`src/rtl/core_pkg.sv`:
```
// Shared definitions for the core sequencer: FSM state encodings,
// RV32I major opcodes and write-back source selects.
package core_pkg;

  typedef enum logic [2:0] {
    ST_FETCH   = 3'd0,
    ST_DECODE  = 3'd1,
    ST_EXECUTE = 3'd2,
    ST_MEM     = 3'd3,
    ST_WB      = 3'd4,
    ST_HALT    = 3'd5,
    ST_TRAP    = 3'd6
  } state_t;

  localparam logic [6:0] OPC_LOAD   = 7'b0000011;
  localparam logic [6:0] OPC_STORE  = 7'b0100011;
  localparam logic [6:0] OPC_BRANCH = 7'b1100011;
  localparam logic [6:0] OPC_JAL    = 7'b1101111;
  localparam logic [6:0] OPC_JALR   = 7'b1100111;
  localparam logic [6:0] OPC_OP     = 7'b0110011;
  localparam logic [6:0] OPC_OPIMM  = 7'b0010011;
  localparam logic [6:0] OPC_LUI    = 7'b0110111;
  localparam logic [6:0] OPC_AUIPC  = 7'b0010111;
  localparam logic [6:0] OPC_SYSTEM = 7'b1110011;

  localparam logic [1:0] WB_SEL_ALU  = 2'b00;
  localparam logic [1:0] WB_SEL_LOAD = 2'b01;
  localparam logic [1:0] WB_SEL_PC4  = 2'b10;

  // State that follows DECODE for a given opcode; unknown opcodes trap.
  function automatic state_t decode_next(input logic [6:0] op);
    state_t nxt;
    case (op)
      OPC_LOAD, OPC_STORE, OPC_BRANCH, OPC_JAL, OPC_JALR,
      OPC_OP, OPC_OPIMM, OPC_LUI, OPC_AUIPC: nxt = ST_EXECUTE;
      OPC_SYSTEM:                            nxt = ST_HALT;
      default:                               nxt = ST_TRAP;
    endcase
    return nxt;
  endfunction

endpackage

```
`src/rtl/seq_wait_timer.sv`:
```
// Counts consecutive wait cycles of a handshake and flags the cycle in
// which the count has reached TIMEOUT without an acknowledge.
module seq_wait_timer #(
  parameter int TIMEOUT = 15
) (
  input  logic clk,
  input  logic reset,
  input  logic active_i,
  input  logic ack_i,
  output logic timeout_o
);

  localparam int CW = (TIMEOUT < 1) ? 1 : $clog2(TIMEOUT + 1);
  localparam logic [CW-1:0] TIMEOUT_C = CW'(TIMEOUT);

  logic [CW-1:0] cnt_q;
  logic [CW-1:0] cnt_d;

  // Count only while waiting; any other cycle (ack, other state) clears it,
  // so the count is zero on every fresh entry into a waiting state.
  always_comb begin
    cnt_d = '0;
    if (active_i && !ack_i) begin
      cnt_d = cnt_q + CW'(1);
    end else begin
      cnt_d = '0;
    end
  end

  // Counter register with synchronous reset.
  always_ff @(posedge clk) begin
    if (reset) begin
      cnt_q <= '0;
    end else begin
      cnt_q <= cnt_d;
    end
  end

  // An ack in the limit cycle takes priority over the timeout.
  always_comb begin
    timeout_o = 1'b0;
    if (active_i && !ack_i && (cnt_q == TIMEOUT_C)) begin
      timeout_o = 1'b1;
    end else begin
      timeout_o = 1'b0;
    end
  end

endmodule

```
`src/rtl/core_sequencer.sv`:
```
// Multi-cycle control sequencer: FETCH/DECODE/EXECUTE/MEM/WB with sticky
// HALT and TRAP states, handshake timeouts and a retired-instruction count.
module core_sequencer
  import core_pkg::*;
#(
  parameter int N_param = 32,
  parameter int TIMEOUT = 15
) (
  input  logic               clk,
  input  logic               reset,
  input  logic [6:0]         opcode_i,
  input  logic               imem_ack_i,
  input  logic               dmem_ack_i,
  input  logic               branch_taken_i,
  output logic               imem_req_o,
  output logic               ir_load_o,
  output logic               alu_en_o,
  output logic               dmem_req_o,
  output logic               dmem_we_o,
  output logic               reg_we_o,
  output logic [1:0]         wb_sel_o,
  output logic               pc_en_o,
  output logic               pc_sel_o,
  output logic [2:0]         state_o,
  output logic               halted_o,
  output logic               trap_o,
  output logic [N_param-1:0] instret_o
);

  state_t             state_q;
  logic [6:0]         op_q;
  logic [N_param-1:0] instret_q;

  logic wait_active_s;
  logic wait_ack_s;
  logic timeout_s;
  logic retire_s;

  // Select which handshake the wait timer is watching.
  always_comb begin
    wait_active_s = 1'b0;
    wait_ack_s    = 1'b0;
    if (state_q == ST_FETCH) begin
      wait_active_s = 1'b1;
      wait_ack_s    = imem_ack_i;
    end else if (state_q == ST_MEM) begin
      wait_active_s = 1'b1;
      wait_ack_s    = dmem_ack_i;
    end else begin
      wait_active_s = 1'b0;
      wait_ack_s    = 1'b0;
    end
  end

  seq_wait_timer #(
    .TIMEOUT (TIMEOUT)
  ) u_wait_timer (
    .clk       (clk),
    .reset     (reset),
    .active_i  (wait_active_s),
    .ack_i     (wait_ack_s),
    .timeout_o (timeout_s)
  );

  // State register, opcode capture and retired-instruction counter.
  always_ff @(posedge clk) begin
    if (reset) begin
      state_q   <= ST_FETCH;
      op_q      <= 7'b0000000;
      instret_q <= '0;
    end else begin
      if (retire_s) begin
        instret_q <= instret_q + N_param'(1);
      end
      case (state_q)
        ST_FETCH: begin
          if (imem_ack_i) begin
            state_q <= ST_DECODE;
          end else if (timeout_s) begin
            state_q <= ST_TRAP;
          end else begin
            state_q <= ST_FETCH;
          end
        end
        ST_DECODE: begin
          op_q    <= opcode_i;
          state_q <= decode_next(opcode_i);
        end
        ST_EXECUTE: begin
          if ((op_q == OPC_LOAD) || (op_q == OPC_STORE)) begin
            state_q <= ST_MEM;
          end else if (op_q == OPC_BRANCH) begin
            state_q <= ST_FETCH;
          end else begin
            state_q <= ST_WB;
          end
        end
        ST_MEM: begin
          if (dmem_ack_i) begin
            state_q <= (op_q == OPC_STORE) ? ST_FETCH : ST_WB;
          end else if (timeout_s) begin
            state_q <= ST_TRAP;
          end else begin
            state_q <= ST_MEM;
          end
        end
        ST_WB:   state_q <= ST_FETCH;
        ST_HALT: state_q <= ST_HALT;
        ST_TRAP: state_q <= ST_TRAP;
        default: state_q <= ST_TRAP;
      endcase
    end
  end

  // Output decode; handshake responses must be visible in the same cycle
  // as the ack, and everything is forced low while reset is asserted.
  always_comb begin
    imem_req_o = 1'b0;
    ir_load_o  = 1'b0;
    alu_en_o   = 1'b0;
    dmem_req_o = 1'b0;
    dmem_we_o  = 1'b0;
    reg_we_o   = 1'b0;
    wb_sel_o   = WB_SEL_ALU;
    pc_en_o    = 1'b0;
    pc_sel_o   = 1'b0;
    halted_o   = 1'b0;
    trap_o     = 1'b0;
    retire_s   = 1'b0;
    if (reset) begin
      retire_s = 1'b0;
    end else begin
      case (state_q)
        ST_FETCH: begin
          imem_req_o = 1'b1;
          ir_load_o  = imem_ack_i;
        end
        ST_DECODE: begin
          retire_s = 1'b0;
        end
        ST_EXECUTE: begin
          alu_en_o = 1'b1;
          if (op_q == OPC_BRANCH) begin
            pc_en_o  = 1'b1;
            pc_sel_o = branch_taken_i;
            retire_s = 1'b1;
          end else begin
            retire_s = 1'b0;
          end
        end
        ST_MEM: begin
          dmem_req_o = 1'b1;
          dmem_we_o  = (op_q == OPC_STORE);
          if ((op_q == OPC_STORE) && dmem_ack_i) begin
            pc_en_o  = 1'b1;
            retire_s = 1'b1;
          end else begin
            retire_s = 1'b0;
          end
        end
        ST_WB: begin
          reg_we_o = 1'b1;
          pc_en_o  = 1'b1;
          retire_s = 1'b1;
          if (op_q == OPC_LOAD) begin
            wb_sel_o = WB_SEL_LOAD;
          end else if ((op_q == OPC_JAL) || (op_q == OPC_JALR)) begin
            wb_sel_o = WB_SEL_PC4;
            pc_sel_o = 1'b1;
          end else begin
            wb_sel_o = WB_SEL_ALU;
          end
        end
        ST_HALT: halted_o = 1'b1;
        ST_TRAP: trap_o   = 1'b1;
        default: trap_o   = 1'b0;
      endcase
    end
  end

  assign state_o   = reset ? 3'd0 : state_q;
  assign instret_o = reset ? '0 : instret_q;

endmodule
```
`config.mk`:
```
export PLATFORM = sky130hd
export DESIGN_NAME = core_sequencer
export DESIGN_NICKNAME = d
export VERILOG_FILES = /design/src/rtl/core_pkg.sv /design/src/rtl/seq_wait_timer.sv /design/src/rtl/core_sequencer.sv
export SDC_FILE = /design/constraint.sdc
export NUM_CORES = 1
export LEC_CHECK = 0
export ABC_AREA = 1
export CORE_MARGIN = 2
export CORE_UTILIZATION = 53
export CTS_CLUSTER_DIAMETER = 60
export DETAILED_ROUTE_END_ITERATION = 8
export PLACE_DENSITY = 0.77
export SLEW_MARGIN = 20
export SYNTH_ARGS = -nofsm -noshare
export SYNTH_HDL_FRONTEND = slang
export SYNTH_SLANG_ARGS = --single-unit
```
`constraint.sdc`:
```
create_clock -name clk -period 1.8 [get_ports clk]
set_clock_uncertainty 0.15 [all_clocks]
set_input_delay 0.36 -clock clk [delete_from_list [all_inputs] [get_ports clk]]
set_output_delay 0.36 -clock clk [all_outputs]
set_load 0.05 [all_outputs]
```
# Word-level counts from Yosys, hierarchy flattened
# Cells that the tools add are included.
[totals]
register_bits = 46
out_inout_bits = 47
input_bits = 12
word_cells = 82
[op_classes]
n_reduce_logical = 9
n_eq_ne = 22
add_sub_neg = 2
bitwise_logic = 1
muxes = 44
[op_table]
columns = ["op", "count"]
rows = [
  ["7-bit == test, second input constant", 7],
  ["32-bit by 1-bit adder with 32-bit output, second input constant", 1],
  ["32-bit two-way mux", 1],
  ["7-bit by 6-bit == test with 1-bit output, second input constant", 4],
  ["1-bit two-way mux", 27],
  ["3-bit two-way mux", 8],
  ["3-bit case mux with 6 select lines", 1],
  ["7-bit by 2-bit == test with 1-bit output, second input constant", 2],
  ["7-bit by 5-bit == test with 1-bit output, second input constant", 2],
  ["3-bit == test, second input constant", 3],
  ["9-bit OR reduction", 1],
  ["2-bit two-way mux", 4],
  ["3-bit by 2-bit == test with 1-bit output, second input constant", 2],
  ["3-bit case mux with 2 select lines", 1],
  ["4-bit by 1-bit adder with 4-bit output, second input constant", 1],
  ["4-bit == test, second input constant", 1],
  ["3-bit by 1-bit == test with 1-bit output, second input constant", 1],
  ["1-bit logical AND", 3],
  ["3-bit logical NOT", 1],
  ["1-bit case mux with 3 select lines", 1],
  ["1-bit logical OR", 2],
  ["1-bit case mux with 2 select lines", 1],
  ["2-bit OR reduction", 1],
  ["1-bit logical NOT", 1],
  ["1-bit NOT", 1],
]

# Depth between registers and ports, before layout
# Gate-level depths: netlist (run 1).
[depth]
word_depth = 10
depth_mapped = 11
mapped_depth_nobuf = 11

# By module
# A second synthesis (run 1) with hierarchy kept.
[unflattened]
cells_unflattened = 541
hier_area_um2 = 3030.4
[modules_own_cells]
columns = ["module", "cells_per_inst", "seq_area_each_um2", "area_per_inst_um2", "instances"]
rows = [
  ["core_sequencer", 518, 840.8, 2852.7, 1],
  ["seq_wait_timer", 23, 80.1, 177.7, 1],
]

# Least setup slack after synthesis (run 1)
# Ideal clock, no wire load.
[synth_timing]
kind = "reg-to-output"
from = "reg state_q[2]"
to = "out imem_req_o"
path_stages_with_launch = 3
path_buffers = 1
required_ns = 1.290
path_slack_ns = -0.683
arrival_ns = 1.973
cell_sequence = "dfxtp_1 buf_6 nor4_1"
[synth_between]
elab_chain_len = 3
[synth_lines]
columns = ["item", "line_no", "text"]
rows = [
  ["from (decl)", "core_sequencer.sv:30", "state_t state_q;"],
  ["from (signal assigned)", "core_sequencer.sv:87", "state_q <= decode_next(opcode_i);"],
  ["from (signal assigned)", "core_sequencer.sv:100", "state_q <= (op_q == OPC_STORE) ? ST_FETCH : ST_WB;"],
  ["3-bit logical NOT", "core_sequencer.sv:133", "case (state_q)"],
  ["1-bit two-way mux", "core_sequencer.sv:133", ""],
  ["1-bit two-way mux", "core_sequencer.sv:130", "if (reset) begin"],
  ["to (decl)", "core_sequencer.sv:15", "output logic imem_req_o,"],
]
# Every way passes these cells.

# Final worst setup path (run 1)
[layout_timing]
from = "reg op_q[4]"
to = "out pc_sel_o"
[layout_between]
elab_chain_len = 6
elab_cells_between_ends = 10
cone_classes = "eq/ne: 4; mux: 5; reduce/logical: 1"
[layout_lines]
columns = ["item", "line_no", "text"]
rows = [
  ["from (decl)", "core_sequencer.sv:31", "logic [6:0] op_q;"],
  ["from (signal assigned)", "core_sequencer.sv:86", "op_q <= opcode_i;"],
  ["7-bit == test", "core_sequencer.sv:167", "end else if ((op_q == OPC_JAL) || (op_q == OPC_JALR)) begin"],
  ["1-bit logical OR", "core_sequencer.sv:167", ""],
  ["1-bit two-way mux", "core_sequencer.sv:167", ""],
  ["1-bit two-way mux", "core_sequencer.sv:165", "if (op_q == OPC_LOAD) begin"],
  ["1-bit case mux with 2 select lines *", "core_sequencer.sv:133", ""],
  ["1-bit two-way mux *", "core_sequencer.sv:130", ""],
  ["to (decl)", "core_sequencer.sv:23", "output logic pc_sel_o,"],
]
# Every way passes the cells marked *; elsewhere a longest branch is shown, timed or not.

==> results of run 1 <==
## final timing paths
check	start	endpoint
max	op_q[4]$_SDFFE_PP0P_	pc_sel_o
min	reset	instret_q[5]$_SDFFE_PP0P_
max reg2reg	op_q[4]$_SDFFE_PP0P_	instret_q[26]$_SDFFE_PP0P_
min reg2reg	op_q[3]$_SDFFE_PP0P_	op_q[3]$_SDFFE_PP0P_
## metrics by stage
stage          area (um2)  TNS (ns)
2_1_floorplan        3170     -4.55
3_3_place_gp         4040     -1.49
3_5_place_dp         4040     -2.38
4_1_cts              4260     -1.23
5_1_grt              4730     -5.37
6_report             4730     -3.00
## placed cells by master (no fill, tap or decap), types with 3 or more instances in the layout
master,n
nand2_1,155
nor2_1,103
buf_4,65
inv_1,51
dfxtp_1,35
nand3_1,29
a21oi_1,24
nor2_4,17
buf_12,16
nand2_2,14
nor2_2,14
o21ai_0,12
clkdlybuf4s50_1,10
inv_2,9
buf_6,9
dfxtp_2,8
nand3_2,7
o21ai_1,7
nand2_4,6
nor3_4,6
a21oi_2,6
clkbuf_8,6
inv_4,4
nand3_4,4
nor3_1,4
nand4_1,3
dfxtp_4,3
## layer usage
metal  track usage  vias up
li1              -     1909
met1         0.345     1882
met2         0.561      250
met3        0.0611       66
met4         0.147        0
met5             0        -
## state kept, by name (all words and copies together), names as in the netlist
register	flops
op_q	7
instret_q	32
state_q	3
u_wait_timer.cnt_q	4
## power groups by stage
stage          logic (W)  registers [W]  clock network [W]
2_1_floorplan   0.000275        0.00109                  0
3_3_place_gp    0.000442        0.00110                  0
3_5_place_dp    0.000448        0.00110                  0
4_1_cts         0.000475        0.00109           0.000674
5_1_grt         0.000707        0.00111           0.000718
6_report        0.000676        0.00111           0.000678
## logic make-up (layout without fill, tap and decap cells)
family                   after synthesis  count (layout)
XOR/XNOR                               3               3
AND/OR/NAND/NOR                      367             368
AO/OA/AOI/OAI                         52              52
adder cells (fa/ha/maj)                2               2
buffers and inverters                 80             177
flip-flops                            46              46
## final cells by class
| type | instances | area, um2 | share of cell area |
|---|---|---|---|
| Inverter | 65 | 259 | 0.0548 |
| Clock inverter | 1 | 5.00 | 0.00106 |
| Sequential cell | 46 | 942 | 0.199 |
| Timing Repair Buffer | 104 | 1070 | 0.226 |
| Clock buffer | 7 | 86.3 | 0.0183 |
| Multi-Input combinational cell | 425 | 2280 | 0.481 |
| Tap cell | 72 | 90.1 | 0.0191 |
## repair_timing
| action | CTS | global route |
|---|---|---|
| pin swaps | 10 | 20 |
| buffers inserted | 5 | 10 |
| gates resized for setup | 31 | 93 |
| cloned | 0 | 2 |
| endpoints found under the setup margin | 13 | 40 |
==> metrics.txt, run 1 <==
outcome finished with violations; violations in the final reports negative setup slack; IO Port Bufs 58; Req. time, crit path 1.29 ns; number of H-tree levels 2; class of the worst hold path input pin to flip-flop; most common cell in the netlist nand2_1; placed wire-length estimate after detailed placement 7.06 mm; worst vdd ir 0.447 mV; clock period minus worst slack 2.09 ns; utilization of the core after routing 0.843; Slew @ Worst Pin 0.429 ns; Num CTS Buffers 5; CTS clock-pin slew for the worst setup and hold paths 0.09 ns; max-cap check violation count 0; post-layout total power 0.00246 W; syn nets 564; share of synthesized flip-flops with an asynchronous set or reset 0; Post-Synth Simple-Gate Area 0.493; maximum number of pins on one net before global-route repair 24; part of the total power dissipated in sequential elements 0.450; filler-free cell count of the finished design 720; largest area contributor in the synthesized netlist dfxtp_1; RD Place Congestion 0.960; count of pins over their slew limit 0; via count of the first global-routing pass 3678; cell-internal power 0.00164 W; width of the die 80.8 um; total of fill cells in the finished design 359; Post-Place Worst Slack -0.122 ns; Compound-Gate Fraction of Synth Area 0.0905; fin worst setup slack -0.288 ns; number of unique standard cell types used by synthesis 28; initial detailed-routing violation count 349; stage delay of the slowest cell on the critical path 0.35 ns; ratio of cells with drive above 1 in the final layout 0.321; floorplan core area 5610 um2; count of state elements after synthesis 46; endpoint arrival time on the critical path 1.58 ns; register area share after synthesis 0.295; biggest fanout along the worst timing path 4; most instantiated flip-flop cell in the synthesis netlist dfxtp_1; unrepaired setup endpoints after global routing yes; TritonCTS clock tree built; number of optimization iterations in the first detailed-route pass 6; count of yosys warnings during synthesis 0; later-pin clock latency in the skew report 0.31 ns; wire length of the first global-routing pass 15.9 mm; maximum clock frequency 0.479 GHz; dominant combinational cell family by area after synthesis simple AND/OR/NAND/NOR gates; leakage power figure 1.86 nW; switching share of power 0.336; cell types with the largest area share after synthesis dfxtp_1, nand2_1, nor2_1; placed cell count 695; Final Cycle Share 1.16; number of cells on the critical path 6; height of the die 80.8 um; number of antenna violations at the first check in global routing 0; detailed route wirelength on metal2 6.03 mm; total routed wire length on the met1 layer 4.36 mm; root buf cell clkbuf_8; remaining routing DRC violations 0; Final nets 661; Mapped Avg Cell Area 5.68 um2; share of Yosys cell area claimed by the top area cell type 0.295; Clock Path Buffers 2; part of the power in the clock network 0.275; buffering stage count on the worst path with inverters included 2; power density of the placed cells 521 nW/um2; family with the most delay on the worst path simple AND/OR/NAND/NOR gates; launching element type of the critical path flip-flop; number of diodes added for antenna fixing 0; count of flip-flops with a built-in enable after synthesis 0; hold buffer count at CTS 0; IO Count 59; gate count after technology mapping 550; final-layout worst hold slack 0.263 ns; Register-to-Register Path Depth 11; commonest cells in the synthesized netlist nand2_1, nor2_1, inv_1; critical path's slowest cell dfxtp_2; XOR/XNOR Fraction of Synth Area 0.00841; mux contribution to synthesized area 0; area growth from synthesis to final layout 51.4%; DR WL met3 1.08 mm; hold depth 2; routed wire length 12.0 mm; register-to-register setup slack -0.11 ns; GR Overflow Total 0; top routing layer used met4; CP cell instances inv_4 -> nand2_4 -> nor2_4 -> nand4_1 -> a21oi_4 -> buf_12; final setup violation count 42; mapped cell area 3120 um2; via count 4107; normalized max-slew margin 0.713; post-DR wirelength/cell 16.7 um; combinational share of power 0.275; WS Path Type flip-flop to output port; Routed Antenna Nets 0; arithmetic-cell share of the synthesized area counting full adders, half adders and majority gates 0.00801; total routing usage reported by global routing 0.309; Net Sw Power 0.000826 W; die area 6520 um2; site row count 27; effective utilization at floorplan 0.557; endpoint kind of the worst setup timing path output port; average vias per placed instance 5.70; number of clock sinks 46; hold violation total from the final report 0
(Power assumes the default switching activity.)
==> inputs of run 2 (changes only) <==
SKIP_CTS_REPAIR_TIMING = 1   (was default)
==> run 2 against run 1 <==
Effect of this change: the run still ends with negative setup slack left; first-iteration DRC count fell by 18%; cell area fell by 8.1%; combinational power fell by 25%; global-route usage fell by 0.90 points; clock power fell by 1%; register-to-register slack improved by 0.16 ns; count of clock-buffer cells in the layout did not move; flip-flop and latch count did not move; sequential share of layout area rose by 1.7 points; largest cell class unchanged.
==> metrics.txt, run 2 (same netlist as run 1, synthesis figures left out) <==
outcome finished with violations; violations in the final reports negative setup slack; post-layout total power 0.00227 W (-7.9%); via count of the first global-routing pass 3577 (-2.7%); register with the most flip-flops instret_q; combinational share of power 0.225 (-0.050); total routing usage reported by global routing 0.300 (-0.00899); dominant cell type by count on the critical path nor2_2; number of antenna violations at the first check in global routing 0 (unchanged); hold violation total from the final report 0 (unchanged); remaining routing DRC violations 0 (unchanged); Final Cycle Share 1.11 (-0.0516); RD Place Congestion 0.960 (unchanged); initial detailed-routing violation count 285 (-18%); root buf cell clkbuf_8; TritonCTS clock tree built; floorplan core area 5610 um2 (unchanged); via count 3741 (-8.9%); later-pin clock latency in the skew report 0.30 ns (about the same); hold depth 2 (unchanged); max-cap check violation count 0 (unchanged); unrepaired setup endpoints after global routing yes; number of cells on the critical path 6 (unchanged); Slew @ Worst Pin 0.355 ns (-0.0733 ns); average vias per placed instance 5.30 (-7.1%); stage delay of the slowest cell on the critical path 0.36 ns (about the same); buffering stage count on the worst path with inverters included 1 (-1); final instance area 4340 um2 (-8.1%); launching element type of the critical path flip-flop; post-DR wirelength/cell 13.2 um (-21%); Net Sw Power 0.000704 W (-15%); Req. time, crit path 1.29 ns (about the same); number of optimization iterations in the first detailed-route pass 5 (-1); number of H-tree levels 2 (unchanged); dpl cell area 4040 um2 (unchanged); Num CTS Buffers 5 (unchanged); fin worst setup slack -0.196 ns (+0.0929 ns); CP cell instances nor2_2 -> nand2_2 -> nor2_2 -> nand3_2 -> a21oi_2 -> buf_12; family with the most delay on the worst path simple AND/OR/NAND/NOR gates; Routed Antenna Nets 0 (unchanged); biggest fanout along the worst timing path 4 (unchanged); maximum number of pins on one net before global-route repair 24 (unchanged); CTS clock-pin slew for the worst setup and hold paths 0.09 ns (about the same); Final nets 647 (-2.1%); height of the die 80.8 um (unchanged); critical path's slowest cell dfxtp_2; worst vdd ir 0.356 mV (-20%); leading cell types in the layout, fill and taps excluded nand2_1, nor2_1, buf_4; GR Overflow Total 0 (unchanged); maximum clock frequency 0.501 GHz (+4.7%); placed wire-length estimate after detailed placement 7.06 mm (unchanged); ratio of cells with drive above 1 in the final layout 0.267 (-0.0544); endpoint kind of the worst setup timing path output port; normalized max-slew margin 0.763 (+0.0497); Clock Path Buffers 2 (unchanged); final setup violation count 11 (-74%); switching share of power 0.311 (-0.0250); width of the die 80.8 um (unchanged); leakage power figure 1.73 nW (-7.1%); WS Path Type flip-flop to output port; wire length of the first global-routing pass 15.4 mm (-3.0%); site row count 27 (unchanged); power density of the placed cells 522 nW/um2 (+0.21%); endpoint arrival time on the critical path 1.49 ns (-0.09 ns); count of pins over their slew limit 0 (unchanged); routed wire length 9.29 mm (-23%); IO Count 59 (unchanged); cell-internal power 0.00156 W (-4.5%); registers with the most flip-flops instret_q: 32 flops, op_q: 7 flops, u_wait_timer.cnt_q: 4 flops; area growth from synthesis to final layout 39.1%; IO Port Bufs 58 (unchanged); Register-to-Register Path Depth 9 (-2); class of the worst hold path input pin to flip-flop; number of clock sinks 46 (unchanged); die area 6520 um2 (unchanged); number of diodes added for antenna fixing 0 (unchanged); clock period minus worst slack 2.00 ns (-0.0929 ns); max FFs per register 32 (unchanged); effective utilization at floorplan 0.557 (unchanged); part of the power in the clock network 0.295 (+0.020); most frequent standard cell in the layout excluding fill and tap cells nand2_1; part of the total power dissipated in sequential elements 0.480 (+0.030)
==> run 2: area by class of cell <==
type / count / area [um2]
repair buffers: 91 / 905
well taps: 72 / 90.1
clock buffers: 7 / 86.3
flip-flops and latches: 46 / 940
inverters: 65 / 249
clock inverters: 1 / 5.00
fillers: 459 / 1260
multi-input cells: 424 / 2070
==> run 2: routing by layer <==
| layer | share of wire | track usage |
|---|---|---|
| met2 | 0.50 | 0.544 |
| met5 | 0 | 0 |
| met4 | 0.033 | 0.132 |
| met3 | 0.061 | 0.0611 |
| met1 | 0.40 | 0.339 |
==> run 2: path summary, 6_finish.rpt <==
path,startpoint,to,slack (ns)
worst max-delay path,state_q[1]$_SDFF_PP0_,pc_sel_o,-0.20
worst min-delay path,reset,instret_q[5]$_SDFFE_PP0P_,0.25
worst max register to register,instret_q[6]$_SDFFE_PP0P_,instret_q[25]$_SDFFE_PP0P_,0.05
worst min register to register,u_wait_timer.cnt_q[0]$_SDFF_PP0_,u_wait_timer.cnt_q[0]$_SDFF_PP0_,0.31
==> run 2: power groups by stage <==
stage,Clock (W),Sequential (W),Combinational (W)
global placement,0,0.00110,0.000442
detailed placement,0,0.00110,0.000448
finish,0.000668,0.00109,0.000510
global route,0.000724,0.00109,0.000551
floorplan,0,0.00109,0.000275
CTS,0.000674,0.00108,0.000449
==> run 2: through the flow <==
step,TNS (ns),util,std cells,worst slack [ns],hold slack [ns]
6_report,-1.13,0.775,706,-0.196,0.252
5_1_grt,-1.85,0.775,706,-0.263,0.286
4_1_cts,-2.11,0.737,703,-0.262,0.232
3_5_place_dp,-2.38,0.721,695,-0.122,0.292
3_3_place_gp,-1.49,0.721,695,-0.114,0.281
2_1_floorplan,-4.55,-,550,-0.131,0.268
